$ cat src/rtl/bcp_pkg.sv
// Shared types for the BCP scheduler and its processing element.
package bcp_pkg;
  localparam int LIT_INDEX_MAX = 15;
  localparam int CLA_LENGTH    = 3;
  localparam int NUM_CLAUSES   = 8;
  localparam int IQ_DEPTH      = 4;
  localparam int LIT_W         = $clog2(LIT_INDEX_MAX) + 1;
  localparam int CIDX_W        = $clog2(NUM_CLAUSES);

  // Signed literal: sign is polarity, magnitude is variable index, 0 is an empty slot.
  typedef logic signed [LIT_W-1:0] lit_t;
  typedef lit_t [CLA_LENGTH-1:0]   clause_t;

  typedef enum logic [1:0] {IDLE, SCAN, NEXT, RESULT} bcp_state_e;
endpackage

$ cat src/rtl/bcp_sched_if.sv
// Decision, configuration, PE and result signals of the BCP scheduler.
interface bcp_sched_if;
  import bcp_pkg::*;

  logic              cfg_we;
  logic [CIDX_W-1:0] cfg_addr;
  clause_t           cfg_clause;
  logic              dec_valid;
  logic              dec_ready;
  lit_t              dec_lit;
  lit_t              pe_lit;
  clause_t           pe_clause;
  logic              pe_imply;
  lit_t              pe_imply_idx;
  clause_t           pe_pr_clause;
  logic              pe_done;
  logic              pe_conflict;
  logic              imp_valid;
  lit_t              imp_lit;
  logic              busy;
  logic              res_valid;
  logic              res_conflict;
  logic              res_overflow;

  modport master (
    output cfg_we, cfg_addr, cfg_clause, dec_valid, dec_lit,
           pe_imply, pe_imply_idx, pe_pr_clause, pe_done, pe_conflict,
    input  dec_ready, pe_lit, pe_clause, imp_valid, imp_lit,
           busy, res_valid, res_conflict, res_overflow
  );

  modport slave (
    input  cfg_we, cfg_addr, cfg_clause, dec_valid, dec_lit,
           pe_imply, pe_imply_idx, pe_pr_clause, pe_done, pe_conflict,
    output dec_ready, pe_lit, pe_clause, imp_valid, imp_lit,
           busy, res_valid, res_conflict, res_overflow
  );
endinterface

$ cat src/rtl/bcp_imp_fifo.sv
// Circular FIFO of implied literals; extra pointer bit separates full from empty.
module bcp_imp_fifo
  import bcp_pkg::*;
#(
  parameter int DEPTH = 4
) (
  input  logic clk,
  input  logic rst_n,
  input  logic push,
  input  logic pop,
  input  logic flush,
  input  lit_t din,
  output lit_t dout,
  output logic full,
  output logic empty
);
  localparam int AW = $clog2(DEPTH);
  localparam logic [AW:0] ONE = (AW + 1)'(1);

  lit_t        mem [DEPTH];
  logic [AW:0] wp, rp;

  assign empty = (wp == rp);
  assign full  = (wp[AW] != rp[AW]) && (wp[AW-1:0] == rp[AW-1:0]);
  assign dout  = mem[rp[AW-1:0]];

  always_ff @(posedge clk or negedge rst_n) begin
    if (!rst_n) begin
      wp <= '0;
      rp <= '0;
    end else if (flush) begin
      wp <= '0;
      rp <= '0;
    end else begin
      if (push && !full) wp <= wp + ONE;
      if (pop && !empty) rp <= rp + ONE;
    end
  end

  always_ff @(posedge clk) begin
    if (push && !full && !flush) mem[wp[AW-1:0]] <= din;
  end
endmodule

$ cat src/rtl/bcp_sched.sv
// Streams the clause store through an external bcp_pe, one clause per cycle,
// re-running passes on queued implications until fixpoint, conflict or overflow.
module bcp_sched
  import bcp_pkg::*;
(
  input  logic       clk,
  input  logic       rst_n,
  bcp_sched_if.slave bus
);
  localparam logic [CIDX_W-1:0] LAST = CIDX_W'(NUM_CLAUSES - 1);

  bcp_state_e             state, state_nxt;
  clause_t                store [NUM_CLAUSES];
  logic [NUM_CLAUSES-1:0] sat;
  logic [CIDX_W-1:0]      cidx;
  lit_t                   cur_lit, q_dout;
  logic                   q_push, q_pop, q_flush, q_full, q_empty;
  logic                   wr_pr, set_sat, set_conf, set_ovf;
  logic                   conf_q, ovf_q, cfg_ok, live;

  assign cfg_ok = bus.cfg_we && (state == IDLE);
  assign live   = (state == SCAN) && !sat[cidx];

  bcp_imp_fifo #(.DEPTH(IQ_DEPTH)) u_iq (
    .clk   (clk),
    .rst_n (rst_n),
    .push  (q_push),
    .pop   (q_pop),
    .flush (q_flush),
    .din   (bus.pe_imply_idx),
    .dout  (q_dout),
    .full  (q_full),
    .empty (q_empty)
  );

  always_comb begin
    state_nxt = state;
    q_push    = 1'b0;
    q_pop     = 1'b0;
    q_flush   = 1'b0;
    wr_pr     = 1'b0;
    set_sat   = 1'b0;
    set_conf  = 1'b0;
    set_ovf   = 1'b0;
    case (state)
      IDLE: if (bus.dec_valid) state_nxt = SCAN;
      SCAN: begin
        // Satisfied clauses are skipped; the PE result is ignored for them.
        if (live) begin
          if (bus.pe_conflict) set_conf = 1'b1;
          else begin
            set_sat = bus.pe_done;
            wr_pr   = !bus.pe_done;
            if (bus.pe_imply) begin
              if (q_full) set_ovf = 1'b1;
              else        q_push  = 1'b1;
            end
          end
        end
        if (set_conf || set_ovf) state_nxt = RESULT;
        else if (cidx == LAST)   state_nxt = NEXT;
      end
      NEXT: begin
        if (q_empty) state_nxt = RESULT;
        else begin
          q_pop     = 1'b1;
          state_nxt = SCAN;
        end
      end
      RESULT: begin
        q_flush   = 1'b1;
        state_nxt = IDLE;
      end
      default: state_nxt = IDLE;
    endcase
  end

  always_ff @(posedge clk or negedge rst_n) begin
    if (!rst_n) begin
      state   <= IDLE;
      cidx    <= '0;
      cur_lit <= '0;
      sat     <= '0;
      conf_q  <= 1'b0;
      ovf_q   <= 1'b0;
    end else begin
      state <= state_nxt;
      case (state)
        IDLE: if (bus.dec_valid) begin
          cur_lit <= bus.dec_lit;
          cidx    <= '0;
          conf_q  <= 1'b0;
          ovf_q   <= 1'b0;
        end
        SCAN: cidx <= cidx + CIDX_W'(1);
        NEXT: if (q_pop) begin
          cur_lit <= q_dout;
          cidx    <= '0;
        end
        default: ;
      endcase
      if (cfg_ok)   sat[bus.cfg_addr] <= 1'b0;
      if (set_sat)  sat[cidx]         <= 1'b1;
      if (set_conf) conf_q            <= 1'b1;
      if (set_ovf)  ovf_q             <= 1'b1;
    end
  end

  // Store is not reset; the host reloads it after an aborted pass.
  always_ff @(posedge clk) begin
    if (cfg_ok)     store[bus.cfg_addr] <= bus.cfg_clause;
    else if (wr_pr) store[cidx]         <= bus.pe_pr_clause;
  end

  assign bus.dec_ready    = (state == IDLE);
  assign bus.busy         = (state != IDLE);
  assign bus.pe_lit       = (state == SCAN) ? cur_lit : '0;
  assign bus.pe_clause    = (state == SCAN) ? store[cidx] : '0;
  assign bus.imp_valid    = q_push;
  assign bus.imp_lit      = q_push ? bus.pe_imply_idx : '0;
  assign bus.res_valid    = (state == RESULT);
  assign bus.res_conflict = (state == RESULT) && conf_q;
  assign bus.res_overflow = (state == RESULT) && ovf_q;
endmodule

$ cat src/flat_wrapper.sv
// flat-port wrapper written by rule: the top's interface ports become plain ports
module bcp_sched_flat import bcp_pkg::*;
  (clk, rst_n, bus_cfg_we, bus_cfg_addr, bus_cfg_clause, bus_dec_valid, bus_dec_lit, bus_pe_imply, bus_pe_imply_idx, bus_pe_pr_clause, bus_pe_done, bus_pe_conflict, bus_dec_ready, bus_pe_lit, bus_pe_clause, bus_imp_valid, bus_imp_lit, bus_busy, bus_res_valid, bus_res_conflict, bus_res_overflow);
  bcp_sched_if bus_i ();
  input  logic clk;
  input  logic rst_n;
  input wire logic [$bits(bus_i.cfg_we)-1:0] bus_cfg_we;
  input wire logic [$bits(bus_i.cfg_addr)-1:0] bus_cfg_addr;
  input wire logic [$bits(bus_i.cfg_clause)-1:0] bus_cfg_clause;
  input wire logic [$bits(bus_i.dec_valid)-1:0] bus_dec_valid;
  input wire logic [$bits(bus_i.dec_lit)-1:0] bus_dec_lit;
  input wire logic [$bits(bus_i.pe_imply)-1:0] bus_pe_imply;
  input wire logic [$bits(bus_i.pe_imply_idx)-1:0] bus_pe_imply_idx;
  input wire logic [$bits(bus_i.pe_pr_clause)-1:0] bus_pe_pr_clause;
  input wire logic [$bits(bus_i.pe_done)-1:0] bus_pe_done;
  input wire logic [$bits(bus_i.pe_conflict)-1:0] bus_pe_conflict;
  output wire logic [$bits(bus_i.dec_ready)-1:0] bus_dec_ready;
  output wire logic [$bits(bus_i.pe_lit)-1:0] bus_pe_lit;
  output wire logic [$bits(bus_i.pe_clause)-1:0] bus_pe_clause;
  output wire logic [$bits(bus_i.imp_valid)-1:0] bus_imp_valid;
  output wire logic [$bits(bus_i.imp_lit)-1:0] bus_imp_lit;
  output wire logic [$bits(bus_i.busy)-1:0] bus_busy;
  output wire logic [$bits(bus_i.res_valid)-1:0] bus_res_valid;
  output wire logic [$bits(bus_i.res_conflict)-1:0] bus_res_conflict;
  output wire logic [$bits(bus_i.res_overflow)-1:0] bus_res_overflow;
  assign bus_i.cfg_we = bus_cfg_we;
  assign bus_i.cfg_addr = bus_cfg_addr;
  assign bus_i.cfg_clause = bus_cfg_clause;
  assign bus_i.dec_valid = bus_dec_valid;
  assign bus_i.dec_lit = bus_dec_lit;
  assign bus_i.pe_imply = bus_pe_imply;
  assign bus_i.pe_imply_idx = bus_pe_imply_idx;
  assign bus_i.pe_pr_clause = bus_pe_pr_clause;
  assign bus_i.pe_done = bus_pe_done;
  assign bus_i.pe_conflict = bus_pe_conflict;
  assign bus_dec_ready = bus_i.dec_ready;
  assign bus_pe_lit = bus_i.pe_lit;
  assign bus_pe_clause = bus_i.pe_clause;
  assign bus_imp_valid = bus_i.imp_valid;
  assign bus_imp_lit = bus_i.imp_lit;
  assign bus_busy = bus_i.busy;
  assign bus_res_valid = bus_i.res_valid;
  assign bus_res_conflict = bus_i.res_conflict;
  assign bus_res_overflow = bus_i.res_overflow;
  bcp_sched u_core (.clk(clk), .rst_n(rst_n), .bus(bus_i));
endmodule
$ cat config.mk
export PLATFORM = sky130hd
export DESIGN_NAME = bcp_sched_flat
export DESIGN_NICKNAME = d
export VERILOG_FILES = /design/src/rtl/bcp_pkg.sv /design/src/rtl/bcp_sched_if.sv /design/src/rtl/bcp_imp_fifo.sv /design/src/rtl/bcp_sched.sv /design/src/flat_wrapper.sv
export SDC_FILE = /design/constraint.sdc
export NUM_CORES = 1
export LEC_CHECK = 0
export BUFFER_PORTS_ARGS = -buffer_cell sky130_fd_sc_hd__buf_2
export CAP_MARGIN = 15
export CORE_MARGIN = 3
export CORE_UTILIZATION = 53
export DETAILED_ROUTE_END_ITERATION = 12
export PLACE_DENSITY = 0.76
export SYNTH_ARGS = -nofsm -noshare
export SYNTH_HDL_FRONTEND = slang
export SYNTH_HIERARCHICAL = 1
export SYNTH_SLANG_ARGS = --single-unit
$ cat constraint.sdc
create_clock -name clk -period 3.41 [get_ports clk]
set_input_delay 0.682 -clock clk [delete_from_list [all_inputs] [get_ports clk]]
set_output_delay 0.682 -clock clk [all_outputs]
set_load 0.02 [all_outputs]
==> results of run 1 <==
==> cell usage after synthesis, drive strengths merged (6+ instances only) <==
| cell type | n | area (sq um) |
|---|---|---|
| a32o | 6 | 60.06 |
| and2 | 13 | 81.33 |
| a22o | 7 | 61.31 |
| nand2 | 30 | 112.6 |
| a22oi | 12 | 90.09 |
| buf | 18 | 112.6 |
| mux4 | 13 | 311.5 |
| clkbuf | 12 | 45.04 |
| nand2b | 8 | 50.05 |
| edfxtp | 140 | 4204 |
| dfrtp | 26 | 650.6 |
| o21ai | 13 | 65.06 |
| a21oi | 23 | 115.1 |
| a221oi | 8 | 70.07 |
| nor2 | 20 | 75.07 |
| nor2b | 15 | 93.84 |
| and3 | 10 | 62.56 |
| mux2 | 29 | 375.4 |
| mux2i | 22 | 220.2 |
| ha | 7 | 87.58 |
| nand3 | 8 | 40.04 |
==> through the flow <==
stage / total power [mW] / setup WS, ps / cells / utilization / area (sq um)
2_1_floorplan: 4.742 / 311.0 / 505 / - / 7528
3_3_place_gp: 5.559 / 678.5 / 762 / 0.6092 / 8259
3_5_place_dp: 5.644 / 521.9 / 762 / 0.6092 / 8259
4_1_cts: 7.430 / 144.7 / 792 / 0.6492 / 8802
5_1_grt: 7.777 / 30.23 / 792 / 0.6492 / 8802
6_report: 7.428 / 119.6 / 792 / 0.6492 / 8802
==> how the worst min path moves through the flow <==
stage,start,endpoint,slack (ps),depth (start not counted)
global placement,u_core/ovf_q,u_core/ovf_q,460,2
floorplan,rst_n,u_core/cidx[0],390,0
global route,rst_n,u_core/u_iq/rp[1],300,1
finish,rst_n,u_core/u_iq/rp[1],260,1
detailed placement,u_core/ovf_q,u_core/ovf_q,470,2
CTS,rst_n,u_core/u_iq/rp[1],270,1
==> flip-flops by register name (all words and copies together) (netlist names) <==
signal and flops:
u_core/conf_q 1, u_core/cidx 3, u_core/sat 8, u_core/state 2, u_core/u_iq/wp 3, u_core/ovf_q 1, u_core/store 120, u_core/cur_lit 5
u_core/u_iq/rp 3, u_core/u_iq/mem 20
==> worst max-delay path, stage by stage (launching register included) <==
cell	delay, ps
dfrtp_2	470
mux2_2	360
a32oi_1	390
o211a_1	570
and3_1	240
buf_2	160
==> logic make-up after synthesis <==
logic type,share of synthesized area
XOR/XNOR,0.008986
adder cells (fa/ha/maj),0.01164
buffers and inverters,0.02296
AO/OA/AOI/OAI,0.1070
multiplexers,0.1206
AND/OR/NAND/NOR,0.08335
flip-flops,0.6455
==> final cells by class <==
type | count | area (sq um)
Clock buffer | 18 | 429.2
Inverter | 4 | 15.01
Fill cell | 956 | 4756
Clock inverter | 12 | 113.9
Sequential cell | 166 | 4856
Multi-Input combinational cell | 305 | 2522
Timing Repair Buffer | 111 | 645.6
Tap cell | 176 | 220.2
==> per-layer routing <==
layer | wire length [um] | share of wire | global-route usage
met5 | 0 | 0 | 0
met4 | 410 | 0.024 | 0.08546
met3 | 1235 | 0.072 | 0.04350
met2 | 8304 | 0.48 | 0.3477
met1 | 7230 | 0.42 | 0.3116
==> cells in the final DEF (no fill, tap or decap), drive strengths merged, types with 3 or more instances in the layout <==
master  count
nand2      30
nor2       20
a32o        6
and3       10
edfxtp    140
o41ai       3
a22oi      12
mux2i      22
o21a        4
o211ai      4
ha          7
nor3b       3
a21oi      23
o21ai      13
o211a       3
nor2b      15
nand3       8
mux4       13
dfrtp      26
nand2b      8
a221oi      8
mux2       29
a31oi       4
buf       111
xnor2       3
a22o        7
inv         4
and2       13
clkinv      9
xor2        3
nor3        3
clkbuf     18
o31ai       3
a21o        4
nand4       3
==> report_power, final <==
part,leakage (nW),switching (mW),internal [mW]
registers,1.58,0.168,2.53
logic,1.47,1.79,1.16
clock network,0.270,0.722,1.05
total,3.32,2.68,4.74
==> flow_summary.json, run 1 <==
{
  "status": "completed",
  "grt_util_all_layers": 0.2220,
  "grt_max_degree": 63,
  "drt_pass1_iterations": 5,
  "cts_tree": "yes",
  "ctsHtreeMaxLevel": 4,
  "synth_edf_count": 140,
  "relSlewSlack": 0.3355,
  "hold_viol_final": 0,
  "syn_inst": 505,
  "ys.flop_type": "edfxtp_1",
  "startpoint_type": "flip-flop",
  "worstMarginPinSlew_ps": 992.0,
  "ys_types": 58,
  "ys_ff_latch": 166,
  "r2r_setup_slack_ps": 500,
  "syn_nets": 562,
  "ys_seq_area_frac": 0.6455,
  "portBuffers": 80,
  "grt_pass1_vias": 4732,
  "pin_count": 81,
  "dpl.hpwl_um": 11300,
  "skew_ps": 7.396,
  "clk_latency_ps": 420,
  "antenna_found_initial": 0,
  "cts_root_buf": "clkbuf_16",
  "drtAntennaViolNets": 0,
  "layout.nets": 662,
  "die_w_um": 125.1,
  "worst_setup_path_end_kind": "output port",
  "synth.avg_cell_area_sq_um": 14.89,
  "initialDrtViolationCount": 443,
  "cp.arrival_ps": 2610,
  "min_path_type": "primary input to asynchronous set/reset pin",
  "core_sq_um": 13560,
  "netlist_area_sq_um": 7521,
  "crit_path_max_fanout": 13,
  "slew_viol_final": 0,
  "rr_endpoint": "u_core/u_iq/mem[1][3]",
  "drc": 0,
  "fin_crit_ps": 3290,
  "peakVddDrop_mv": 0.4293,
  "drive_gt1_frac": 0.3036,
  "clockBufferDepth": 2,
  "die-height_um": 125.1,
  "cts_setup_buffers": 0,
  "holdBufCountCts": 0,
  "cp_data_required_time_ps": 2730,
  "gp_congestion": 0.8610,
  "crit_type": "flip-flop to output port",
  "wl_per_cell_um": 21.69,
  "setup_viol": 0,
  "fmax_ghz": 0.3039,
  "drv_cap": 0,
  "r2r-start": "u_core/cidx[0]",
  "post_cts_resized": 0,
  "p_leak_nw": 3.319,
  "rsz0062_at_grt": "false",
  "path_clk_slew_ps": 60,
  "dieArea_sq_um": 15660,
  "rows": 42,
  "syn_to_final_growth_pct": 17.04,
  "crit_path_end": "bus_imp_lit[2]",
  "routed_wl_um": 17180,
  "grt_pass1_wl_um": 26850,
  "overflow": 0,
  "cts_sinks": 166,
  "rr_worst_depth": 7,
  "fin_tns_setup_ps": 0,
  "initial_core_util": 0.5547,
  "period_share": 0.9649,
  "startpoint": "u_core/cidx[0]",
  "n_antenna_cell": 0,
  "hold_ws_ps": 256.7,
  "powerDensity_nw_per_um2": 843.8,
  "async_reset_ff_frac": 0.1566,
  "cts_buffers": 17,
  "yosys_warnings": 6,
  "viasPerCell": 6.168,
  "dr_total_vias": 4885
}
(Power assumes the default switching activity.)
==> run 2, diff against run 1 <==
- CORE_UTILIZATION: 53 -> 55
- PLACE_DENSITY: 0.76 -> 0.75
- clock period: 3.41 -> 3.4 ns (I/O delays scaled with it)
==> run 2 against run 1 <==
Against the previous run:
- first-iteration DRC count grew 23%
- sequential power is essentially flat
- critical endpoint is now bus_imp_lit[3]
- combinational power is essentially flat
- via count shrank 1.2%
- clock power grew 17%
- flip-flop and latch count is the same
- utilization grew 2.4 points
- critical path depth grew 1
==> flow_summary.json, run 2 (synthesis gave the netlist of run 1 again) <==
{
  "layout_common_cells": "edfxtp_1, buf_2, nand2_1, buf_4, dfrtp_1",
  "dpl.cell_count": 763,
  "initial_core_util": 0.5657,
  "p_int_mw": 5.039,
  "swShare": 0.3514,
  "crit_path_max_fanout": 13,
  "worstMarginPinSlew_ps": 788.9,
  "cpPeakStageDelay_ps": 470,
  "gp_congestion": 0.8917,
  "path_cells": "mux2_2 > a32oi_1 > buf_4 > o211a_1 > and3_1 > buf_2",
  "seqPwrFrac": 0.349,
  "drtAntennaViolNets": 0,
  "clk_latency_ps": 420,
  "pin_count": 81,
  "status": "completed",
  "cp_data_required_time_ps": 2720,
  "final_common_cell": "edfxtp_1",
  "drc": 0,
  "viasPerCell": 6.073,
  "drive_gt1_frac": 0.3102,
  "p_leak_nw": 3.381,
  "grt_pass1_vias": 4741,
  "grt_max_degree": 48,
  "cts_sinks": 166,
  "overflow": 0,
  "initialDrtViolationCount": 546,
  "fin_crit_ps": 3213,
  "critical-path-slowest-cell": "o211a_1",
  "peakVddDrop_mv": 0.4194,
  "cts_root_buf": "clkbuf_16",
  "path_delay_family": "compound AO/OA/AOI/OAI gates",
  "hold_viol_final": 0,
  "cts_tree": "yes",
  "startpoint_type": "flip-flop",
  "fmax_ghz": 0.3113,
  "slew_viol_final": 0,
  "netSwitchingPower_mw": 2.730,
  "layout.nets": 663,
  "cts_setup_buffers": 0,
  "die_w_um": 122.9,
  "routed_wl_um": 17010,
  "p_comb_frac": 0.382,
  "antenna_found_initial": 0,
  "rows": 42,
  "dr_total_vias": 4828,
  "final_cells": 795,
  "portBuffers": 80,
  "crit_type": "flip-flop to output port",
  "n_antenna_cell": 0,
  "placement.cell_area_sq_um": 8292,
  "drv_cap": 0,
  "post_cts_resized": 0,
  "place_ws_ps": 577.6,
  "worst_setup_path_end_kind": "output port",
  "path_clk_slew_ps": 60,
  "dieArea_sq_um": 15110,
  "ctsHtreeMaxLevel": 4,
  "fin_ws_ps": 187.4,
  "skew_ps": 7.014,
  "largest_register_ffs": 120,
  "min_path_type": "primary input to asynchronous set/reset pin",
  "grt_pass1_wl_um": 26710,
  "clockPowerShare": 0.269,
  "setup_viol": 0,
  "cts_buffers": 17,
  "dpl.hpwl_um": 11560,
  "die-height_um": 122.9,
  "final_area_sq_um": 8952,
  "drt_pass1_iterations": 5,
  "period_share": 0.9449,
  "syn_to_final_growth_pct": 19.03,
  "fin_tns_setup_ps": 0,
  "relSlewSlack": 0.4740,
  "cp.arrival_ps": 2530,
  "top_register": "u_core/store",
  "holdBufCountCts": 0,
  "powerDensity_nw_per_um2": 867.8,
  "core_sq_um": 13300,
  "rsz0062_at_grt": "false",
  "clockBufferDepth": 2,
  "grt_util_all_layers": 0.2392,
  "wl_per_cell_um": 21.40,
  "path_buf_inv": 2
}
==> run 2: layer usage <==
metal	track usage	up-vias	share of wire
li1	-	2187	-
met1	0.3449	2394	0.43
met3	0.05444	31	0.072
met4	0.07768	0	0.019
met2	0.3652	216	0.47
met5	0	-	0
==> run 2: worst register-to-register path: cells and delay by family (launching register included) <==
family                 cells  cell delay [ps]
AOI/OAI and AO/OA          3              940
and+or+nand+nor            3              670
buffers and inverters      3              510
DFF                        1              440
==> run 2: power groups by stage <==
stage               registers, mW  clock network, mW  logic, mW
detailed placement           2.74                  0       2.92
global placement             2.73                  0       2.86
CTS                          2.71               2.12       2.95
finish                       2.71               2.09       2.96
global route                 2.74               2.21       3.18
floorplan                    2.67                  0       2.09
==> run 2: metrics by stage <==
stage / hold slack [ps] / power (mW) / util
floorplan: 384.4 / 4.756 / -
global placement: 458.1 / 5.592 / 0.6237
detailed placement: 470.5 / 5.665 / 0.6237
CTS: 276.2 / 7.776 / 0.6733
global route: 300.2 / 8.131 / 0.6733
finish: 262.9 / 7.769 / 0.6733
==> run 2: layout make-up <==
| type | count | area, sq um |
|---|---|---|
| multi-input cells | 305 | 2522 |
| clock buffers | 23 | 498.0 |
| clock inverters | 9 | 162.7 |
| well taps | 176 | 220.2 |
| repair buffers | 112 | 678.2 |
| inverters | 4 | 15.01 |
| fillers | 911 | 4343 |
| flip-flops and latches | 166 | 4856 |
==> run 2: path summary, 6_finish.rpt <==
| path | startpoint | endpoint | slack (ps) | cells past startpoint |
|---|---|---|---|---|
| max | u_core/cidx[0] | bus_imp_lit[3] | 190 | 6 |
| max reg2reg | u_core/cidx[0] | u_core/u_iq/mem[0][4] | 530 | 9 |
| min reg2reg | u_core/ovf_q | u_core/ovf_q | 490 | 2 |
| max in group asynchronous | rst_n | u_core/cidx[0] | 2690 | 1 |
| min | rst_n | u_core/u_iq/rp[2] | 260 | 1 |
| min in group clk | bus_pe_imply_idx[3] | u_core/u_iq/mem[3][3] | 490 | 1 |
